[config.mk]
export PLATFORM = sky130hd
export DESIGN_NAME = hazard_scoreboard
export DESIGN_NICKNAME = d
export VERILOG_FILES = /design/src/rtl/hazard_scoreboard.sv
export SDC_FILE = /design/constraint.sdc
export NUM_CORES = 1
export LEC_CHECK = 0
export CORE_ASPECT_RATIO = 1.25
export CORE_MARGIN = 3
export CORE_UTILIZATION = 35
export DETAILED_ROUTE_END_ITERATION = 8
export SLEW_MARGIN = 15
export SYNTH_ARGS = -nofsm -noshare
export SYNTH_HDL_FRONTEND = slang
export SYNTH_SLANG_ARGS = --single-unit
[constraint.sdc]
create_clock -name clk -period 5.8 [get_ports clk]
set_clock_uncertainty 0.05 [all_clocks]
set_input_delay 0.87 -clock clk [delete_from_list [all_inputs] [get_ports clk]]
set_output_delay 0.87 -clock clk [all_outputs]
set_load 0.01 [all_outputs]
[src/rtl/hazard_scoreboard.sv]
// hazard_scoreboard: producer-side RAW/WAW hazard tracker for the MIPS pipeline.
// Records register writes as they leave ID, clears them at WB retire, and raises
// stall when bypassing cannot yet supply an ID operand (load-use, multiplier
// results, busy multiplier, or too many in-flight writes to one register).
// Optional stall-cycle counter enabled by defining HAZARD_STALL_COUNTER_EN.
module hazard_scoreboard #(
    parameter int MUL_LATENCY = 4,
    parameter int MAX_PEND    = 3
) (
    input  logic        clk,
    input  logic        rst,
    input  logic        ID_valid,
    input  logic        ID_flush,
    input  logic [4:0]  ID_Rs,
    input  logic [4:0]  ID_Rt,
    input  logic        ID_uses_Rs,
    input  logic        ID_uses_Rt,
    input  logic        ID_reg_write,
    input  logic [4:0]  ID_Rd,
    input  logic        ID_is_load,
    input  logic        ID_is_mul,
    input  logic        WB_reg_write,
    input  logic [4:0]  WB_Rd,
    output logic        stall,
    output logic [31:0] stall_cycles
);

    localparam logic [2:0] MUL_RDY      = 3'(MUL_LATENCY - 1);
    localparam logic [2:0] MUL_CNT_INIT = 3'(MUL_LATENCY);
    localparam logic [1:0] PEND_MAX     = 2'(MAX_PEND);

    // Entry 0 exists only so a 5-bit index is always in range; it is never written.
    logic [1:0] pend_q [32];
    logic [1:0] pend_d [32];
    logic [2:0] rdy_q  [32];
    logic [2:0] rdy_d  [32];
    logic [2:0] mul_cnt_q, mul_cnt_d;

    logic hz_rs, hz_rt, hz_mul, hz_waw;
    logic issue, issue_wr, retire, collide;

    // Hazard detection: purely combinational from current records and ID fields.
    always_comb begin
        hz_rs  = ID_uses_Rs && (ID_Rs != 5'd0) && (pend_q[ID_Rs] != 2'd0) && (rdy_q[ID_Rs] != 3'd0);
        hz_rt  = ID_uses_Rt && (ID_Rt != 5'd0) && (pend_q[ID_Rt] != 2'd0) && (rdy_q[ID_Rt] != 3'd0);
        hz_mul = ID_is_mul && (mul_cnt_q > 3'd1);
        hz_waw = ID_reg_write && (ID_Rd != 5'd0) && (pend_q[ID_Rd] == PEND_MAX);
        stall  = ID_valid && !ID_flush && (hz_rs || hz_rt || hz_mul || hz_waw);
        issue    = ID_valid && !ID_flush && !stall;
        issue_wr = issue && ID_reg_write && (ID_Rd != 5'd0);
        retire   = WB_reg_write && (WB_Rd != 5'd0) && (pend_q[WB_Rd] != 2'd0);
        collide  = issue_wr && retire && (ID_Rd == WB_Rd);
    end

    // Next-state: age readiness, record new writes, retire completed writes.
    always_comb begin
        for (int r = 0; r < 32; r++) begin
            pend_d[r] = pend_q[r];
            rdy_d[r]  = (rdy_q[r] != 3'd0) ? rdy_q[r] - 3'd1 : 3'd0;
        end
        mul_cnt_d = (mul_cnt_q != 3'd0) ? mul_cnt_q - 3'd1 : 3'd0;

        if (issue_wr) begin
            if (ID_is_mul)
                rdy_d[ID_Rd] = MUL_RDY;
            else if (ID_is_load)
                rdy_d[ID_Rd] = 3'd1;
            else
                rdy_d[ID_Rd] = 3'd0;
            // An issue and a retire to the same register cancel out.
            if (!collide)
                pend_d[ID_Rd] = pend_q[ID_Rd] + 2'd1;
        end

        if (issue && ID_is_mul)
            mul_cnt_d = MUL_CNT_INIT;

        if (retire && !collide)
            pend_d[WB_Rd] = pend_q[WB_Rd] - 2'd1;
    end

    // State registers; reset discards every in-flight record.
    always_ff @(posedge clk) begin
        if (rst) begin
            for (int r = 0; r < 32; r++) begin
                pend_q[r] <= 2'd0;
                rdy_q[r]  <= 3'd0;
            end
            mul_cnt_q <= 3'd0;
        end else begin
            for (int r = 0; r < 32; r++) begin
                pend_q[r] <= pend_d[r];
                rdy_q[r]  <= rdy_d[r];
            end
            mul_cnt_q <= mul_cnt_d;
        end
    end

`ifdef HAZARD_STALL_COUNTER_EN
    logic [31:0] stall_cycles_q, stall_cycles_d;

    // Free-running stall counter, wraps modulo 2^32.
    always_comb begin
        stall_cycles_d = stall ? stall_cycles_q + 32'd1 : stall_cycles_q;
    end

    // Counter register, cleared by reset.
    always_ff @(posedge clk) begin
        if (rst)
            stall_cycles_q <= 32'd0;
        else
            stall_cycles_q <= stall_cycles_d;
    end

    assign stall_cycles = stall_cycles_q;
`else
    assign stall_cycles = 32'd0;
`endif

endmodule
Yosys cells after proc, flatten, opt, wreduce, memory -nomap -nowiden
Memories as Yosys holds them, arrays and structs flattened.
Index checks and enable logic that the tools add are counted.
{"block": "classes", "n_reduce_logical": 71, "magnitude_cmp": 5, "addsub": 35, "eq_ne": 2, "bitwise": 75, "mux": 115}
{"cell": "$mux 96", "n": 3}
{"cell": "$mux 3", "n": 67}
{"cell": "$mux 64", "n": 3}
{"cell": "$bwmux 64", "n": 2}
{"cell": "$reduce_bool 3->1", "n": 35}
{"cell": "$sub 3x1->3 const B", "n": 33}
{"cell": "$and 96x96->96", "n": 1}
{"cell": "$not 96->96", "n": 1}
{"cell": "$mux 2", "n": 34}
{"cell": "$and 64x64->64", "n": 1}
{"cell": "$not 64->64", "n": 1}
{"cell": "$or 1x1->1", "n": 64}
{"cell": "$or 64x64->64", "n": 1}
{"cell": "$and 32x32->32", "n": 1}
{"cell": "$not 32->32", "n": 1}
{"cell": "$or 32x32->32", "n": 1}
{"cell": "$logic_and 1x1->1", "n": 22}
{"cell": "$demux 2 s5", "n": 2}
{"cell": "$reduce_bool 5->1", "n": 4}
{"cell": "$demux 3 s5", "n": 1}
{"cell": "$ge 6x6->1 const B", "n": 2}
{"cell": "$lt 6x1->1 const B", "n": 2}
{"cell": "$not 5->6", "n": 2}
{"cell": "$reduce_bool 2->1", "n": 3}
{"cell": "other kinds (10)", "n": 16}
{"block": "totals", "word_cells": 307, "mem_count": 2, "input_bits": 30, "reg_bits": 3, "ramBits": 160}
{"memory": "rdy_q", "depth": 32, "word_bits": 3, "read_ports": 34, "rd_ports_with_merged_regs": 0, "write_ports": 32, "line": "35", "rtl": "logic [2:0] rdy_q [32];"}
{"memory": "pend_q", "depth": 32, "word_bits": 2, "read_ports": 36, "rd_ports_with_merged_regs": 0, "write_ports": 32, "line": "33", "rtl": "logic [1:0] pend_q [32];"}

Logic depth before layout (Yosys ltp)
Gate-level depths: netlist (run 1).
{"block": "depth", "ltp_word": 19, "mapped_depth": 17, "depth_no_buf": 13}

Least setup slack after synthesis (run 1)
Ideal clock, no wire load.
{"block": "synth_timing", "path_type": "input to output", "startpoint": "in ID_Rd[0]", "endpoint": "out stall", "path_stages": 13, "n_path_buf": 3, "arrival_ps": 3901, "setup_slack_ps": 979, "cell_sequence": "buf_1 -> mux4_2 -> a22oi_1 -> and4_1 -> clkbuf_1 -> clkbuf_1 -> inv_1 -> ha_1 -> a31o_1 -> nor3_2 -> nand3_4 -> nor2_1 -> nor2_1"}
{"block": "synth_between", "elab_chain_cells": 5}
{"element": "from (decl)", "line": "19", "rtl": "input logic [4:0] ID_Rd,"}
{"element": "$mem_v2 32x2 or $reduce_bool 5->1 (tied branches)"}
{"element": "$eq 2x2->1 or $logic_and 1x1->1 (tied branches)", "line": "47", "rtl": "hz_waw = ID_reg_write && (ID_Rd != 5'd0) && (pend_q[ID_Rd] == PEND_MAX);"}
{"element": "$logic_and 1x1->1 *", "line": "47"}
{"element": "$logic_or 1x1->1 *", "line": "48", "rtl": "stall = ID_valid && !ID_flush && (hz_rs || hz_rt || hz_mul || hz_waw);"}
{"element": "$logic_and 1x1->1 *", "line": "48"}
{"element": "to (decl)", "line": "24", "rtl": "output logic stall,"}
Mark *: on every way between the ends. The rest lies on a longest branch, timed or not.

Worst setup path after layout (run 1)
Ends and elaborated chain as after synthesis.

==> run summary, run 1 <==
The final cycle utilization of the critical path came out at 0.879. In this run the number of H-tree levels came out at 4. Across the run, the number of max-cap violations was 0. STA classifies the critical path startpoint as an input pin. The tools report the count of yosys warnings during synthesis as 0. Summed over all cells, the static leakage comes to 0.00344 uW.

The number of clock buffers added by TritonCTS is 17. The cell area power density works out to 223 nW/um2. The tools report the synthesized area as 10,500 um2. The first detailed-routing pass took 5 iterations. The tree built by TritonCTS fans out to 163 sinks.

After detailed routing, the average wire length per cell comes to 21.4 um. The clock passes through at most 2 buffers. The logs give 0 for the number of slew-limit violations in the final report and 0.170 for the relative max-transition margin.

CTS placed an instance of clkbuf_16 at the clock tree root. The die is 200 um tall. The number of gates resized after CTS was 0.

The sequential cell area fraction in the yosys report is 0.309. For the largest voltage drop on the vdd net, the log shows 0.215 mV. TritonCTS built the clock tree. The footprint of the multi-input gates came out at 6730 um2. A synthesized cell averages 9.33 um2. The area of the core came out at 29,500 um2. The largest driver fanout on the critical path is 22, and the number of flops mapped to enable cells by yosys is 0. The class of the tightest hold or removal check was register to register. For the HPWL after detailed placement, the log shows 23,600 um. After clock tree synthesis, the setup repair step added 0 buffers. After global routing the overflow that remains totals 0. The library cells used most frequently in the layout, excluding fill and tap cells, are dfxtp_1, nor2_1, mux2i_1. The worst min-delay path endpoint was rdy_q[0][1]. The most common cell after layout, fill and taps aside was dfxtp_1. The routed design has 32,700 um of wire.

Pin placement for this block handled 63 I/O pins. The detailed router finished its first iteration with 848 violations. Across all layers, the routed design uses 9,331 vias. In the routed design, unresolved DRC markers number 0. STA classifies the critical path endpoint as a primary output.

In this run, distinct cell masters in the synthesized netlist total 75. Entering global routing, the biggest net connects 78 pins. The aggregate global-route resource usage was 0.198; the overall die width was 161 um.

In the routed layout, each cell is associated on average with a via count of 6.09. The count of non-filler cells in the finished layout was 1,532; the flip-flop and latch count after synthesis was 163. The number of fill cells in the layout is 2,961, and the hold-critical path depth is 2.

Setup repair after global routing left no endpoint under its margin. The worst register-to-register path ends at pend_q[2][1]. The number of port buffers came out at 30. The fmax was 196 MHz; the final weighted congestion in routability-driven placement was 0.948.

The flow ran to the end, and the final reports show no timing, DRC or antenna violations. The logs give 70 for the floorplan row count and 440 ps for the clock insertion delay at the later pin of the skew report. The total negative slack was 0 ps. Across the whole layout, storage elements account for 3260 um2. The fraction of synthesis flops using an asynchronous set or reset pin was 0.

For the post-layout net count, the log shows 1,158. For the worst setup path, the data arrival time is 4180 ps. Once placement completed, the tool counted placed cells totaling 1,500.

The logs give 2600 uW for the overall power consumption and 8,824 for the via count of the first global-routing pass. The reg-to-reg setup timing slack was 1770 ps; the total setup violations reported at the end of the flow was 0. The final hold violation count came out at 0. Number of nets with antenna violations after routing: 0. Main flop type after synthesis: dfxtp_1. Buffers inserted to repair hold after CTS numbered 0.

Clock-pin slew was measured on the worst setup and hold paths at 70 ps. The required arrival time at the worst endpoint is 4880 ps, and the slew at the pin with the worst max-slew slack is 1250 ps. The share of final-layout standard cells stronger than drive strength 1 is 0.180. The repair_antennas step left the layout with diodes totalling 0. The synthesized instance count is 1,131, and the initial core utilization is 0.357. The initial antenna violation count was 0; the clock period minus final worst setup slack was 5100 ps.

The floorplan step defined a die boundary enclosing 32,300 um2. The critical path start-end classification was input pin to primary output. Counting cells, the worst reg-to-reg path comes to 12. Compared with the post-synthesis result, the final layout area differs by 10.7%. In this run the critical register-to-register path is launched from pend_q[7][0]. The worst hold path begins at rdy_q[0][2]. The first global-routing pass estimated 50,400 um of wire.
## power breakdown
part           total, uW  leakage (uW)  internal, uW  switching [uW]
registers           1140       0.00131          1130            7.56
clock network       1170      0.000287           689             483
logic                295       0.00184           100             195
## worst max-delay path, stage by stage
cell	delay [ps]
clkdlybuf4s50_1	500
buf_12	210
mux4_2	520
a22oi_1	230
and4_1	240
inv_1	50
ha_1	200
a31o_1	180
nor3_2	270
nand3_4	190
nor2_1	180
nor2_1	50
clkdlybuf4s50_1	470
## flip-flops by register name (all words and copies together), names as in the netlist
register and count:
pend_q 64, mul_cnt_q 3, rdy_q 96
## worst max path at each step
stage                     startpoint      endpoint  slack, ps  cells past startpoint
final                       ID_Rd[0]         stall        700                     13
after global placement      ID_Rd[0]   rdy_q[7][0]        710                     15
after floorplan             ID_Rd[0]         stall        980                     13
after global routing        ID_Rd[0]         stall        530                     13
after CTS                   ID_Rd[0]         stall        730                     13
after detailed placement    WB_Rd[0]  pend_q[2][1]        580                     14
## stage by stage
| stage | instance area [um2] | worst slack, ps | utilization | hold WS, ps |
|---|---|---|---|---|
| after floorplan | 10700 | 979 | - | 390 |
| after global placement | 11100 | 714 | 0.375 | 397 |
| after detailed placement | 11100 | 576 | 0.375 | 418 |
| after CTS | 11700 | 729 | 0.396 | 430 |
| after global routing | 11700 | 526 | 0.396 | 456 |
| final | 11700 | 702 | 0.396 | 428 |
## cells by family after synthesis
group | Yosys count | synth area share
flops | 163 | 0.309
simple gates | 429 | 0.237
fa+ha+maj | 5 | 0.00593
compound gates | 285 | 0.223
buf+inv | 130 | 0.0644
other cells | 1 | 0.000355
mux | 113 | 0.156
xor+xnor | 5 | 0.00415
## cells in the mapped netlist, types with 7 or more instances
cell type	count	area [um2]
or2_2	7	43.8
o21ai_0	16	80.1
mux4_2	41	923
inv_1	10	37.5
a221oi_1	28	245
o32ai_1	15	131
nor3_1	44	220
buf_4	39	293
a31o_2	9	78.8
buf_2	18	90.1
or3_1	15	93.8
nor4b_1	24	210
nor3_2	29	290
nand2_1	67	251
a21o_1	7	52.6
a21oi_1	54	270
a221oi_2	32	480
nor3_4	8	130
and2_1	41	257
a22oi_1	12	90.1
a211oi_1	56	420
nor3b_1	14	105
nor2_1	123	462
clkbuf_1	51	191
dfxtp_1	163	3260
nand3_1	13	65.1
buf_1	7	26.3
mux2i_1	71	711
## layout make-up
type / instances / area share
clock buffers: 20 / 0.0382
clock inverters: 12 / 0.0132
inverters: 12 / 0.00386
multi-input cells: 869 / 0.576
flip-flops and latches: 163 / 0.279
well taps: 396 / 0.0424
repair buffers: 60 / 0.0469
## metal layers
metal / vias up / part of all wire / global-route usage
li1: 4308 / - / -
met1: 4529 / 0.42 / 0.259
met2: 418 / 0.47 / 0.323
met3: 76 / 0.072 / 0.0393
met4: 0 / 0.031 / 0.0735
met5: - / 0 / 0
(Power assumes the default switching activity.)
==> run 2, diff against run 1 <==
SLEW_MARGIN = 0   (was 15)
==> results of run 2 <==
The final DEF is identical to that of run 1; final timing and power are the same.
